**src/rtl/win_buf_seq.sv**
```systemverilog
// rtl/win_buf_seq.sv - WIN x WIN window-buffer fill sequencer reading a word image from SRAM
// Optional WB_TIMEOUT_EN: abort the frame with an err pulse when ram_ack misses TIMEOUT cycles.
module win_buf_seq #(
  parameter int ADDR_W  = 32,
  parameter int DATA_W  = 32,
  parameter int WIN     = 3,
  parameter int IMG_W   = 64,
  parameter int IMG_H   = 64,
  parameter int TIMEOUT = 255
) (
  input  logic                    clk,
  input  logic                    n_rst,
  input  logic                    start,
  input  logic [ADDR_W-1:0]       start_addr,
  output logic                    ram_req,
  output logic [ADDR_W-1:0]       ram_addr,
  input  logic                    ram_ack,
  input  logic [DATA_W-1:0]       ram_rdata,
  output logic                    wb_clear,
  output logic                    wb_shift,
  output logic                    wb_w_en,
  output logic [$clog2(WIN)-1:0]  wb_row,
  output logic [$clog2(WIN)-1:0]  wb_col,
  output logic [DATA_W-1:0]       wb_data,
  output logic                    win_valid,
  input  logic                    win_ready,
  output logic                    busy,
  output logic                    done,
  output logic                    err
);

  localparam int IW   = $clog2(WIN);
  localparam int CW   = $clog2(IMG_W);
  localparam int RW   = $clog2(IMG_H);
  localparam int BPW  = DATA_W / 8;
  localparam int TO_W = $clog2(TIMEOUT + 1);

  if (WIN < 2 || WIN > 8 || IMG_W < WIN || IMG_H < WIN || TIMEOUT < 1 || TO_W < 1) begin : g_param_check
    $error("win_buf_seq: illegal parameter set");
  end

  typedef enum logic [2:0] {
    S_IDLE, S_CLEAR, S_REQ, S_WAIT_ACK, S_WRITE, S_WIN_OUT, S_SLIDE, S_DONE
  } state_t;

  state_t            state_q, state_d;
  logic [RW-1:0]     row_q, row_d;
  logic [CW-1:0]     col_q, col_d;
  logic [IW-1:0]     lr_q, lr_d, lc_q, lc_d;
  logic [ADDR_W-1:0] base_q, base_d, addr_q, addr_d;
  logic [DATA_W-1:0] data_q, data_d;
`ifdef WB_TIMEOUT_EN
  logic [TO_W-1:0]   cnt_q, cnt_d;
  logic              err_q, err_d;
`endif

  always_ff @(posedge clk or negedge n_rst) begin
    if (!n_rst) state_q <= S_IDLE;
    else        state_q <= state_d;
  end

  always_ff @(posedge clk or negedge n_rst) begin
    if (!n_rst) begin
      row_q  <= '0;
      col_q  <= '0;
      lr_q   <= '0;
      lc_q   <= '0;
      base_q <= '0;
      addr_q <= '0;
      data_q <= '0;
`ifdef WB_TIMEOUT_EN
      cnt_q  <= '0;
      err_q  <= 1'b0;
`endif
    end else begin
      row_q  <= row_d;
      col_q  <= col_d;
      lr_q   <= lr_d;
      lc_q   <= lc_d;
      base_q <= base_d;
      addr_q <= addr_d;
      data_q <= data_d;
`ifdef WB_TIMEOUT_EN
      cnt_q  <= cnt_d;
      err_q  <= err_d;
`endif
    end
  end

  always_comb begin
    state_d = state_q;
    row_d   = row_q;
    col_d   = col_q;
    lr_d    = lr_q;
    lc_d    = lc_q;
    base_d  = base_q;
    data_d  = data_q;
`ifdef WB_TIMEOUT_EN
    cnt_d   = cnt_q;
    err_d   = 1'b0;
`endif
    case (state_q)
      S_IDLE: begin
        if (start) begin
          base_d  = start_addr;
          row_d   = '0;
          col_d   = '0;
          state_d = S_CLEAR;
        end
      end
      S_CLEAR: begin
        lr_d    = '0;
        lc_d    = '0;
        state_d = S_REQ;
      end
      // An ack arriving together with the rising req is taken right away.
      S_REQ: begin
        if (ram_ack) begin
          data_d  = ram_rdata;
          state_d = S_WRITE;
        end else begin
          state_d = S_WAIT_ACK;
`ifdef WB_TIMEOUT_EN
          cnt_d   = '0;
`endif
        end
      end
      S_WAIT_ACK: begin
        if (ram_ack) begin
          data_d  = ram_rdata;
          state_d = S_WRITE;
        end
`ifdef WB_TIMEOUT_EN
        else if (cnt_q == TO_W'(TIMEOUT - 1)) begin
          err_d   = 1'b1;
          state_d = S_IDLE;
        end else begin
          cnt_d   = cnt_q + TO_W'(1);
        end
`endif
      end
      S_WRITE: begin
        if (lr_q != IW'(WIN - 1)) begin
          lr_d    = lr_q + IW'(1);
          state_d = S_REQ;
        end else if (lc_q != IW'(WIN - 1)) begin
          lr_d    = '0;
          lc_d    = lc_q + IW'(1);
          state_d = S_REQ;
        end else begin
          state_d = S_WIN_OUT;
        end
      end
      S_WIN_OUT: begin
        if (win_ready) begin
          if (col_q < CW'(IMG_W - WIN)) begin
            col_d   = col_q + CW'(1);
            state_d = S_SLIDE;
          end else if (row_q < RW'(IMG_H - WIN)) begin
            row_d   = row_q + RW'(1);
            col_d   = '0;
            state_d = S_CLEAR;
          end else begin
            state_d = S_DONE;
          end
        end
      end
      // Only the newly exposed right-hand column needs fetching after a shift.
      S_SLIDE: begin
        lr_d    = '0;
        lc_d    = IW'(WIN - 1);
        state_d = S_REQ;
      end
      S_DONE:  state_d = S_IDLE;
      default: state_d = S_IDLE;
    endcase
  end

  always_comb begin
    addr_d = addr_q;
    if (state_d == S_REQ) begin
      addr_d = base_q + ((ADDR_W'(row_q) + ADDR_W'(lr_d)) * ADDR_W'(IMG_W)
                         + ADDR_W'(col_q) + ADDR_W'(lc_d)) * ADDR_W'(BPW);
    end
  end

  always_comb begin
    ram_req   = (state_q == S_REQ) || (state_q == S_WAIT_ACK);
    wb_clear  = (state_q == S_CLEAR);
    wb_shift  = (state_q == S_SLIDE);
    wb_w_en   = (state_q == S_WRITE);
    win_valid = (state_q == S_WIN_OUT);
    busy      = (state_q != S_IDLE) && (state_q != S_DONE);
    done      = (state_q == S_DONE);
`ifdef WB_TIMEOUT_EN
    err       = err_q;
`else
    err       = 1'b0;
`endif
  end

  assign ram_addr = addr_q;
  assign wb_row   = lr_q;
  assign wb_col   = lc_q;
  assign wb_data  = data_q;

endmodule

```
**config.mk**
```make
export PLATFORM = sky130hd
export DESIGN_NAME = win_buf_seq
export DESIGN_NICKNAME = d
export VERILOG_FILES = /design/src/rtl/win_buf_seq.sv
export SDC_FILE = /design/constraint.sdc
export NUM_CORES = 1
export LEC_CHECK = 0
export CORE_MARGIN = 2
export CORE_UTILIZATION = 45
export CTS_CLUSTER_SIZE = 14
export DETAILED_ROUTE_END_ITERATION = 10
export PLACE_DENSITY = 0.78
export SLEW_MARGIN = 5
export SYNTH_ARGS = -nofsm -noshare
export SYNTH_HDL_FRONTEND = slang
export SYNTH_SLANG_ARGS = --single-unit
export TNS_END_PERCENT = 5
```
**constraint.sdc**
```tcl
create_clock -name clk -period 13.4 [get_ports clk]
set_input_delay 2.68 -clock clk [delete_from_list [all_inputs] [get_ports clk]]
set_output_delay 2.68 -clock clk [all_outputs]
set_load 0.01 [all_outputs]
```
==> impl_metrics.env, run 1 <==
export IMPL_outcome="finished clean"
export IMPL_grt_pass1_wl_um=23600
export IMPL_fin_skew_ps=11.27
export IMPL_multi_input_comb_area_um2=2937
export IMPL_hold_buffers=0
export IMPL_power_density_nw_per_um2=238.3
export IMPL_ys_ff_latch=115
export IMPL_fp_dieW_um=119.4
export IMPL_hpwl_um=10380
export IMPL_ios=145
export IMPL_reg2reg_from="state_q[2]$_DFF_PN0_"
export IMPL_rsz0062_at_grt="no"
export IMPL_worstPathRequired_ps=13730
export IMPL_synthCells=561
export IMPL_clk_pin_slew_ps=50
export IMPL_synth_area_leaders="dfrtp_1 48%, mux2_2 12%, ha_1 5.4%, nand2_1 3.0%, xnor2_1 2.8%"
export IMPL_hold_path_end="ram_addr[1]$_DFFE_PN0N_"
export IMPL_start_util=0.4565
export IMPL_syn_area_um2=5997
export IMPL_drv_cap=0
export IMPL_synth_top_area_frac=0.4799
export IMPL_maxSlewViolCount=0
export IMPL_crit_family="simple AND/OR/NAND/NOR gates"
export IMPL_async_reset_ff_frac=1.000
export IMPL_antennaDiodeCount=0
export IMPL_synth_cell_types=64
export IMPL_floorplan_core_area_um2=13140
export IMPL_die_h_um=119.4
export IMPL_avgRoutedWirePerCell_um=15.98
export IMPL_crit_chain="nand2_1 > nor3b_1 > nor3_1 > a211o_1 > ha_1 > a21oi_1 > or4_4 > a21oi_1 > o21ai_1 > xnor2_1 > ha_1 > nand4_1 > a21oi_2 > o21ai_2 > o211a_4 > or4_1 > a31oi_1"
export IMPL_holdPathStages=2
export IMPL_worstMarginPinSlew_ps=1044
export IMPL_period_needed_ps=5112
export IMPL_numCtsBuffers=17
export IMPL_dp_cells=858
export IMPL_period_share=0.3815
export IMPL_yosys_warnings=0
export IMPL_r2r_cells=17
export IMPL_regArea_um2=2878
export IMPL_start_kind="flip-flop"
export IMPL_crit_slowest_cell="dfrtp_1"
export IMPL_drtIter0Drc=254
export IMPL_setup_violations=0
export IMPL_drive_gt1_frac=0.1597
export IMPL_fmax_mhz=195.6
export IMPL_cp_slowest_stage_delay_ps=590
export IMPL_cts_buffer_depth=2
export IMPL_synth_edf_count=0
export IMPL_grt_usage=0.2052
export IMPL_rr_endpoint="ram_addr[24]$_DFFE_PN0N_"
export IMPL_grt_max_degree=67
export IMPL_cts_resized_gates=0
export IMPL_worstSkewPairLatency_ps=410
export IMPL_synth_flop_cell="dfrtp_1"
export IMPL_overflow=0
export IMPL_area_growth_pct=35.72
export IMPL_vias=4797
export IMPL_final_cells=890
export IMPL_synth_top_area_cell="dfrtp_1"
export IMPL_nets=799
export IMPL_worst_hold_path_type="flip-flop to flip-flop"
export IMPL_io_buffers=143
export IMPL_antenna_found_initial=0
export IMPL_relSlewSlack=0.3020
export IMPL_crit_path_max_fanout=15
export IMPL_grt_pass1_vias=4922
export IMPL_fin_tns_setup_ps=0
export IMPL_end_kind="flip-flop"
export IMPL_numClockSinks=115
export IMPL_leakage_nw=3.389
export IMPL_drt_pass1_iterations=5
export IMPL_drt_wl_total_um=14220
export IMPL_crit_buf_inv=0
export IMPL_ys_seq_area_frac=0.4799
export IMPL_hold_violations=0
export IMPL_antenna_left=0
export IMPL_post_cts_buffers=0
export IMPL_crit_type="flip-flop to flip-flop"
export IMPL_cts_tree="done"
export IMPL_die_area_um2=14270
export IMPL_hold_start="ram_addr[1]$_DFFE_PN0N_"
export IMPL_peakVddDrop_uv=122.7
export IMPL_cts_htree_levels=4
export IMPL_place_gp_congestion=0.8914
export IMPL_synth_most_common_cell="dfrtp_1"
export IMPL_syn_area_per_cell_um2=10.69
export IMPL_reg2reg_slack_ps=8290
export IMPL_fp_row_count=42
export IMPL_vias_per_cell=5.390
export IMPL_cts_root_buffer="clkbuf_16"
export IMPL_fillCellCount=1034
export IMPL_synthTopCellsByCount="115 x dfrtp_1, 63 x mux2_2, 48 x nand2_1"
export IMPL_arrival_ps=5440
export IMPL_drc=0
## layout by cell type (no fill, tap or decap), drive strengths merged, types with 3 or more instances in the layout
cell and count:
clkdlybuf4s50 142, dfrtp 115, mux2 63, nand2 48, nor2 43, o21ai 36, a21oi 31, ha 26
clkbuf 23, nand3 20, xnor2 19, inv 19, a31oi 16, xor2 12, or3 12, nand4 9
and3 5, clkinv 5, o21bai 4, buf 4, o211ai 4, nand2b 3, and4 3, nor4 3
a21o 3, fa 3, or4 3
## worst max-delay path by stage
stage	start	endpoint	slack (ps)	cells past startpoint
floorplan	wb_col[0]$_DFF_PN0_	ram_addr[24]$_DFFE_PN0N_	8820	20
global placement	start	row_q[5]$_DFFE_PN0P_	8580	8
detailed placement	state_q[2]$_DFF_PN0_	ram_addr[24]$_DFFE_PN0N_	8390	17
CTS	state_q[2]$_DFF_PN0_	ram_addr[24]$_DFFE_PN0N_	8390	17
global route	state_q[2]$_DFF_PN0_	ram_addr[24]$_DFFE_PN0N_	7920	17
finish	state_q[2]$_DFF_PN0_	ram_addr[24]$_DFFE_PN0N_	8290	17
## area by class of cell
| class | count | share of cell area |
|---|---|---|
| sequential | 115 | 0.3536 |
| clock inverter | 9 | 0.01276 |
| clock buffer | 23 | 0.05872 |
| inverter | 19 | 0.008762 |
| timing repair buffer | 146 | 0.1783 |
| tap | 176 | 0.02706 |
| multi-input combinational | 402 | 0.3608 |
## stage by stage
stage	cell area [µm²]	power [mW]	hold slack, ps	util	setup WS, ps
floorplan	6001	1.134	441.9	-	8820
global placement	7557	1.467	452.2	0.5752	8582
detailed placement	7557	1.504	462.5	0.5752	8394
CTS	8139	1.952	473.8	0.6195	8385
global route	8139	2.068	502.5	0.6195	7923
finish	8139	1.940	465.2	0.6195	8288
## cell families (layout without fill, tap and decap cells)
family	after synthesis	after routing	share of synthesized area
other	1	2	0.0006253
AO/OA/AOI/OAI	114	114	0.1235
XOR/XNOR	31	31	0.04527
multiplexers	63	63	0.1183
flip-flops	115	115	0.4799
AND/OR/NAND/NOR	163	163	0.1346
adder cells (fa/ha/maj)	29	29	0.06426
buffers and inverters	45	197	0.03359
## flip-flops by register name (all words and copies together) (netlist names)
register  flops
base_q       32
ram_addr     32
wb_data      32
col_q         6
row_q         6
state_q       3
wb_col        2
wb_row        2
## layer usage
layer  wire length (µm)  global-route usage
met3                525             0.04262
met1               6036              0.2634
met4                332             0.06691
met2               7326              0.3468
met5                  0                   0
## worst register-to-register path, stage by stage (launching register included)
cell	delay, ps
dfrtp_1	590
nand2_1	160
nor3b_1	590
nor3_1	120
a211o_1	360
ha_1	290
a21oi_1	120
or4_4	560
a21oi_1	160
o21ai_1	90
xnor2_1	140
ha_1	430
nand4_1	200
a21oi_2	160
o21ai_2	80
o211a_4	320
or4_1	510
a31oi_1	170
## power by group
group          internal [mW]  switching (mW)  leakage, nW
registers              0.511           0.124         1.38
logic                  0.453           0.413         1.72
clock network          0.287           0.151        0.283
Power figures use the tool's default switching activity.
==> inputs of run 2 (changes only) <==
Clock period 13.4 ns to 5.05 ns, I/O delays scaled along.
==> run 2 against run 1 <==
  * Final area is 0.88% higher
  * Power grew to 2.7 times the previous value
  * Clock-buffer cell count is 2 higher
  * Clock power grew to 2.6 times the previous value
  * Cell count is 0.90% higher
  * Routed wire length is 0.22% lower
  * First-iteration DRC count is 9.8% higher
  * Global-route usage is 0.14 points lower
  * Critical path depth is 3 higher
  * Sequential share of layout area is 0.31 points lower
  * Via count is 0.25% higher
  * Combinational power grew to 2.7 times the previous value
  * Critical path type unchanged
  * Critical endpoint unchanged
==> impl_metrics.env, run 2 (same netlist as run 1, synthesis figures left out) <==
export IMPL_outcome="finished clean"
export IMPL_worstSkewPairLatency_ps=410
export IMPL_end_kind="flip-flop"
export IMPL_clkPwrFrac=0.224
export IMPL_vias=4809
export IMPL_overflow=0
export IMPL_drt_pass1_iterations=4
export IMPL_use_met3=0.04693
export IMPL_maxSlewViolCount=0
export IMPL_leakage_nw=3.433
export IMPL_grt_max_degree=82
export IMPL_start_util=0.4565
export IMPL_grt_pass1_vias=4795
export IMPL_fmax_mhz=207.8
export IMPL_drc=0
export IMPL_grt_use_met1=0.2531
export IMPL_switching_power_mw=1.825
export IMPL_fin_skew_ps=14.59
export IMPL_crit_chain="inv_1 > ha_2 > or3b_2 > a21oi_1 > o21ai_0 > nand2_1 > inv_1 > fa_1 > xor2_1 > or4_4 > a21oi_1 > o21ai_1 > xnor2_1 > ha_2 > nand4_1 > a21oi_2 > o21ai_2 > o211a_4 > or4_1 > a31oi_1"
export IMPL_io_buffers=143
export IMPL_met2_usage=0.3414
export IMPL_clk_pin_slew_ps=50
export IMPL_hpwl_um=10100
export IMPL_dpl_cell_area_um2=7572
export IMPL_peakVddDrop_uv=294.5
export IMPL_cts_tree="done"
export IMPL_drv_cap=0
export IMPL_p_sw_frac=0.3519
export IMPL_place_gp_congestion=0.8692
export IMPL_worstMarginPinSlew_ps=1052
export IMPL_intPower_mw=3.362
export IMPL_grt_pass1_wl_um=23120
export IMPL_worstPathRequired_ps=5390
export IMPL_fp_dieW_um=119.4
export IMPL_start_kind="flip-flop"
export IMPL_die_area_um2=14270
export IMPL_crit_type="flip-flop to flip-flop"
export IMPL_relSlewSlack=0.2965
export IMPL_holdWs_ps=468.4
export IMPL_avgRoutedWirePerCell_um=15.80
export IMPL_ios=145
export IMPL_drtIter0Drc=279
export IMPL_period_needed_ps=4811
export IMPL_cts_buffer_depth=2
export IMPL_antenna_left=0
export IMPL_final_area_um2=8210
export IMPL_power_density_nw_per_um2=631.8
export IMPL_drive_gt1_frac=0.1704
export IMPL_die_h_um=119.4
export IMPL_final_cell_mix="142 x clkdlybuf4s50_1, 115 x dfrtp_1, 63 x mux2_2"
export IMPL_final_cells=898
export IMPL_crit_slowest_cell="or4_1"
export IMPL_combPwrFrac=0.451
export IMPL_drt_wl_total_um=14190
export IMPL_cts_htree_levels=4
export IMPL_seq_power_share=0.326
export IMPL_hold_violations=0
export IMPL_vias_per_cell=5.355
export IMPL_fp_row_count=42
export IMPL_cts_root_buffer="clkbuf_16"
export IMPL_worst_hold_path_type="flip-flop to flip-flop"
export IMPL_final_common_cell="clkdlybuf4s50_1"
export IMPL_top_usage_layer="met2"
export IMPL_arrival_ps=5150
export IMPL_setup_violations=0
export IMPL_floorplan_core_area_um2=13140
export IMPL_numCtsBuffers=17
export IMPL_antennaDiodeCount=0
export IMPL_cp_slowest_stage_delay_ps=500
export IMPL_nets=809
export IMPL_antenna_found_initial=0
export IMPL_numClockSinks=115
export IMPL_area_growth_pct=36.91
export IMPL_dp_cells=860
export IMPL_crit_path_max_fanout=7
export IMPL_period_share=0.9528
export IMPL_grt_usage=0.2038
==> run 2: cell types whose count changed in the layout (fill, tap and decap cells not counted) <==
cell,before,now
ha_1,26,24
clkinvlp_4,2,0
buf_4,4,13
clkinv_4,1,0
o21ai_1,1,2
clkbuf_8,3,4
clkinv_2,4,3
clkbuf_1,3,4
o21ai_0,33,32
o211a_2,0,1
ha_2,0,2
==> run 2: area by class of cell <==
type                    count  area, µm²
fillers                  1019       4927
repair buffers            155       1519
inverters                  19      71.32
clock inverters             5      75.07
clock buffers              25      495.5
flip-flops and latches    115       2878
multi-input cells         403       2952
well taps                 176      220.2
==> run 2: layer usage <==
metal  routed length, µm  up-vias
met2                7252      110
li1                    -     2316
met4                 357        0
met1                6043     2352
met5                   0        -
met3                 536       31
==> run 2: timing repair <==
| action | in CTS | in global routing |
|---|---|---|
| setup endpoints to repair | 0 | 6 |
| hold buffers | 0 | 0 |
| gates resized for setup | 0 | 3 |
| buffers inserted | 0 | 7 |
==> run 2: final timing paths <==
path / startpoint / to / slack (ps) / depth (start not counted)
hold / removal: ram_addr[2]$_DFFE_PN0N_ / ram_addr[2]$_DFFE_PN0N_ / 470 / 2
min in group asynchronous: n_rst / ram_addr[17]$_DFFE_PN0N_ / 760 / 1
max in group asynchronous: n_rst / wb_row[1]$_DFF_PN0_ / 3250 / 2
hold reg to reg: ram_addr[2]$_DFFE_PN0N_ / ram_addr[2]$_DFFE_PN0N_ / 470 / 2
setup / recovery: wb_col[0]$_DFF_PN0_ / ram_addr[24]$_DFFE_PN0N_ / 240 / 20
setup reg to reg: wb_col[0]$_DFF_PN0_ / ram_addr[24]$_DFFE_PN0N_ / 240 / 20
==> run 2: power by group through the flow <==
| stage | clock network, mW | logic (mW) | registers, mW |
|---|---|---|---|
| after floorplan | 0 | 1.28 | 1.72 |
| after global placement | 0 | 2.24 | 1.67 |
| after detailed placement | 0 | 2.29 | 1.70 |
| after CTS | 1.18 | 2.32 | 1.69 |
| after global routing | 1.22 | 2.55 | 1.75 |
| final | 1.16 | 2.34 | 1.69 |
==> run 2: critical path: cells and delay by family, from the launching register on <==
kind                       cells  cell delay, ps
DFF                            1             380
buffers and inverters          2             180
adders and majority gates      3             990
and+or+nand+nor                5            1680
xor gates and xnor gates       2             330
AOI/OAI and AO/OA              8            1180
==> run 2: stage by stage <==
| step | power (mW) | setup WS, ps | TNS, ps | util |
|---|---|---|---|---|
| global route | 5.525 | -31.85 | -31.85 | 0.6250 |
| floorplan | 3.009 | 469.5 | 0 | - |
| finish | 5.187 | 238.6 | 0 | 0.6250 |
| CTS | 5.189 | 87.27 | 0 | 0.6198 |
| global placement | 3.915 | 274.4 | 0 | 0.5764 |
| detailed placement | 3.994 | 167.0 | 0 | 0.5764 |
==> inputs of run 3 (changes only) <==
Settings changed: CELL_PAD_IN_SITES_DETAIL_PLACEMENT set to 1, CELL_PAD_IN_SITES_GLOBAL_PLACEMENT set to 1, CORE_UTILIZATION 45 to 39, PLACE_DENSITY 0.78 to 0.85.
==> run 3 against run 2 <==
  * Non-clock buffer count increased by 7
  * Sequential power about the same
  * Clock skew shrank 4.5 ps
  * Critical endpoint is now ram_addr[28]$_DFFE_PN0N_
  * Largest power group unchanged
  * Largest cell class unchanged
==> impl_metrics.env, run 3 (same netlist as run 1, synthesis figures left out) <==
export IMPL_outcome="finished clean"
export IMPL_die_h_um=128.0
export IMPL_leakage_nw=3.499
export IMPL_fin_tns_setup_ps=0
export IMPL_io_buffers=143
export IMPL_final_cell_mix="142 x clkdlybuf4s50_1, 114 x dfrtp_1, 63 x mux2_2"
export IMPL_start_util=0.3974
export IMPL_arrival_ps=5120
export IMPL_floorplan_core_area_um2=15090
export IMPL_drt_pass1_iterations=4
export IMPL_fillCellCount=1590
export IMPL_peakVddDrop_uv=272.7
export IMPL_place_gp_congestion=0.8126
export IMPL_fp_row_count=45
export IMPL_end_kind="flip-flop"
export IMPL_ios=145
export IMPL_crit_path_max_fanout=8
export IMPL_hold_buffers=0
export IMPL_vias_per_cell=5.462
export IMPL_drive_gt1_frac=0.1863
export IMPL_drt_wl_total_um=17640
export IMPL_grt_usage=0.2188
export IMPL_avgRoutedWirePerCell_um=19.21
export IMPL_cts_htree_levels=4
export IMPL_worstPathRequired_ps=5390
export IMPL_worstMarginPinSlew_ps=806.9
export IMPL_antennaDiodeCount=0
export IMPL_grt_pass1_vias=5360
export IMPL_relSlewSlack=0.4621
export IMPL_cts_tree="done"
export IMPL_numClockSinks=115
export IMPL_maxSlewViolCount=0
export IMPL_totalPowerFinal_mw=5.501
export IMPL_fp_dieW_um=128.0
export IMPL_nets=815
export IMPL_drc=0
export IMPL_cts_root_buffer="clkbuf_16"
export IMPL_worst_hold_path_type="flip-flop to flip-flop"
export IMPL_hpwl_um=12420
export IMPL_clk_pin_slew_ps=50
export IMPL_start_kind="flip-flop"
export IMPL_dp_slack_ps=75.10
export IMPL_drv_cap=0
export IMPL_setup_violations=0
export IMPL_crit_chain="inv_2 > ha_2 > or3b_2 > a21oi_1 > o21ai_0 > nand2_1 > inv_1 > fa_1 > or4_4 > a21oi_1 > o21ai_1 > xnor2_1 > ha_2 > nand4_1 > a21oi_2 > o21ai_2 > o211a_4 > buf_4 > or4_1 > nand3_1"
export IMPL_power_density_nw_per_um2=657.9
export IMPL_period_share=0.9470
export IMPL_grt_pass1_wl_um=27920
export IMPL_antenna_left=0
export IMPL_crit_family="simple AND/OR/NAND/NOR gates"
export IMPL_antenna_found_initial=0
export IMPL_crit_type="flip-flop to flip-flop"
export IMPL_period_needed_ps=4782
export IMPL_numCtsBuffers=17
export IMPL_die_area_um2=16390
export IMPL_fmax_mhz=209.1
export IMPL_fin_skew_ps=10.11
export IMPL_vias=5014
export IMPL_regArea_um2=2879
export IMPL_area_growth_pct=39.43
export IMPL_worstSkewPairLatency_ps=410
export IMPL_overflow=0
export IMPL_multi_input_comb_area_um2=2953
export IMPL_hold_violations=0
export IMPL_setup_slack_ps=267.9
export IMPL_final_common_cell="clkdlybuf4s50_1"
export IMPL_crit_buf_inv=3
export IMPL_cp_slowest_stage_delay_ps=570
export IMPL_drtIter0Drc=219
export IMPL_grt_max_degree=62
export IMPL_cts_buffer_depth=2
export IMPL_crit_slowest_cell="or4_4"
export IMPL_finish_utilization=0.5541
run 3: area by class of cell:
class | count | area share
multi-input cells | 402 | 0.3531
inverters | 19 | 0.008529
flip-flops and latches | 115 | 0.3443
repair buffers | 162 | 0.1879
clock inverters | 10 | 0.02125
well taps | 188 | 0.02813
clock buffers | 22 | 0.05671
run 3: worst paths after layout:
kind / from / end / slack (ps) / cells after the start
setup / recovery: wb_col[0]$_DFF_PN0_ / ram_addr[28]$_DFFE_PN0N_ / 270 / 20
hold / removal: ram_addr[2]$_DFFE_PN0N_ / ram_addr[2]$_DFFE_PN0N_ / 460 / 2
setup reg to reg: wb_col[0]$_DFF_PN0_ / ram_addr[28]$_DFFE_PN0N_ / 270 / 20
hold reg to reg: ram_addr[2]$_DFFE_PN0N_ / ram_addr[2]$_DFFE_PN0N_ / 460 / 2
max in group asynchronous: n_rst / ram_addr[2]$_DFFE_PN0N_ / 3370 / 2
min in group asynchronous: n_rst / wb_data[26]$_DFFE_PN0P_ / 510 / 1
run 3: report_power, final:
group / total (mW) / internal, mW / leakage, nW / switching, mW
Clock: 1.32 / 0.911 / 0.320 / 0.412
Sequential: 1.72 / 1.36 / 1.38 / 0.359
Combinational: 2.46 / 1.27 / 1.80 / 1.20
run 3: metal layers:
| metal | routed length (µm) | vias to the layer above | track usage |
|---|---|---|---|
| li1 | - | 2314 | - |
| met1 | 7227 | 2568 | 0.2624 |
| met2 | 9521 | 105 | 0.3951 |
| met3 | 558 | 27 | 0.04341 |
| met4 | 330 | 0 | 0.06852 |
| met5 | 0 | - | 0 |
run 3: repair_timing:
action	4_1_cts	5_1_grt
setup endpoints to repair	0	10
gates resized for setup	0	7
setup buffers	0	12
run 3: through the flow:
stage | instances | hold WS [ps] | area [µm²]
2_1_floorplan | 562 | 441.9 | 6001
3_3_place_gp | 874 | 449.1 | 7602
3_5_place_dp | 874 | 458.1 | 7602
4_1_cts | 906 | 473.7 | 8254
5_1_grt | 918 | 499.8 | 8362
6_report | 918 | 463.3 | 8362
run 3: worst min-delay path, cell delays in order (launching register included):
cell and delay [ps]:
dfrtp_1 340, nand2_1 50, nand2_1 40
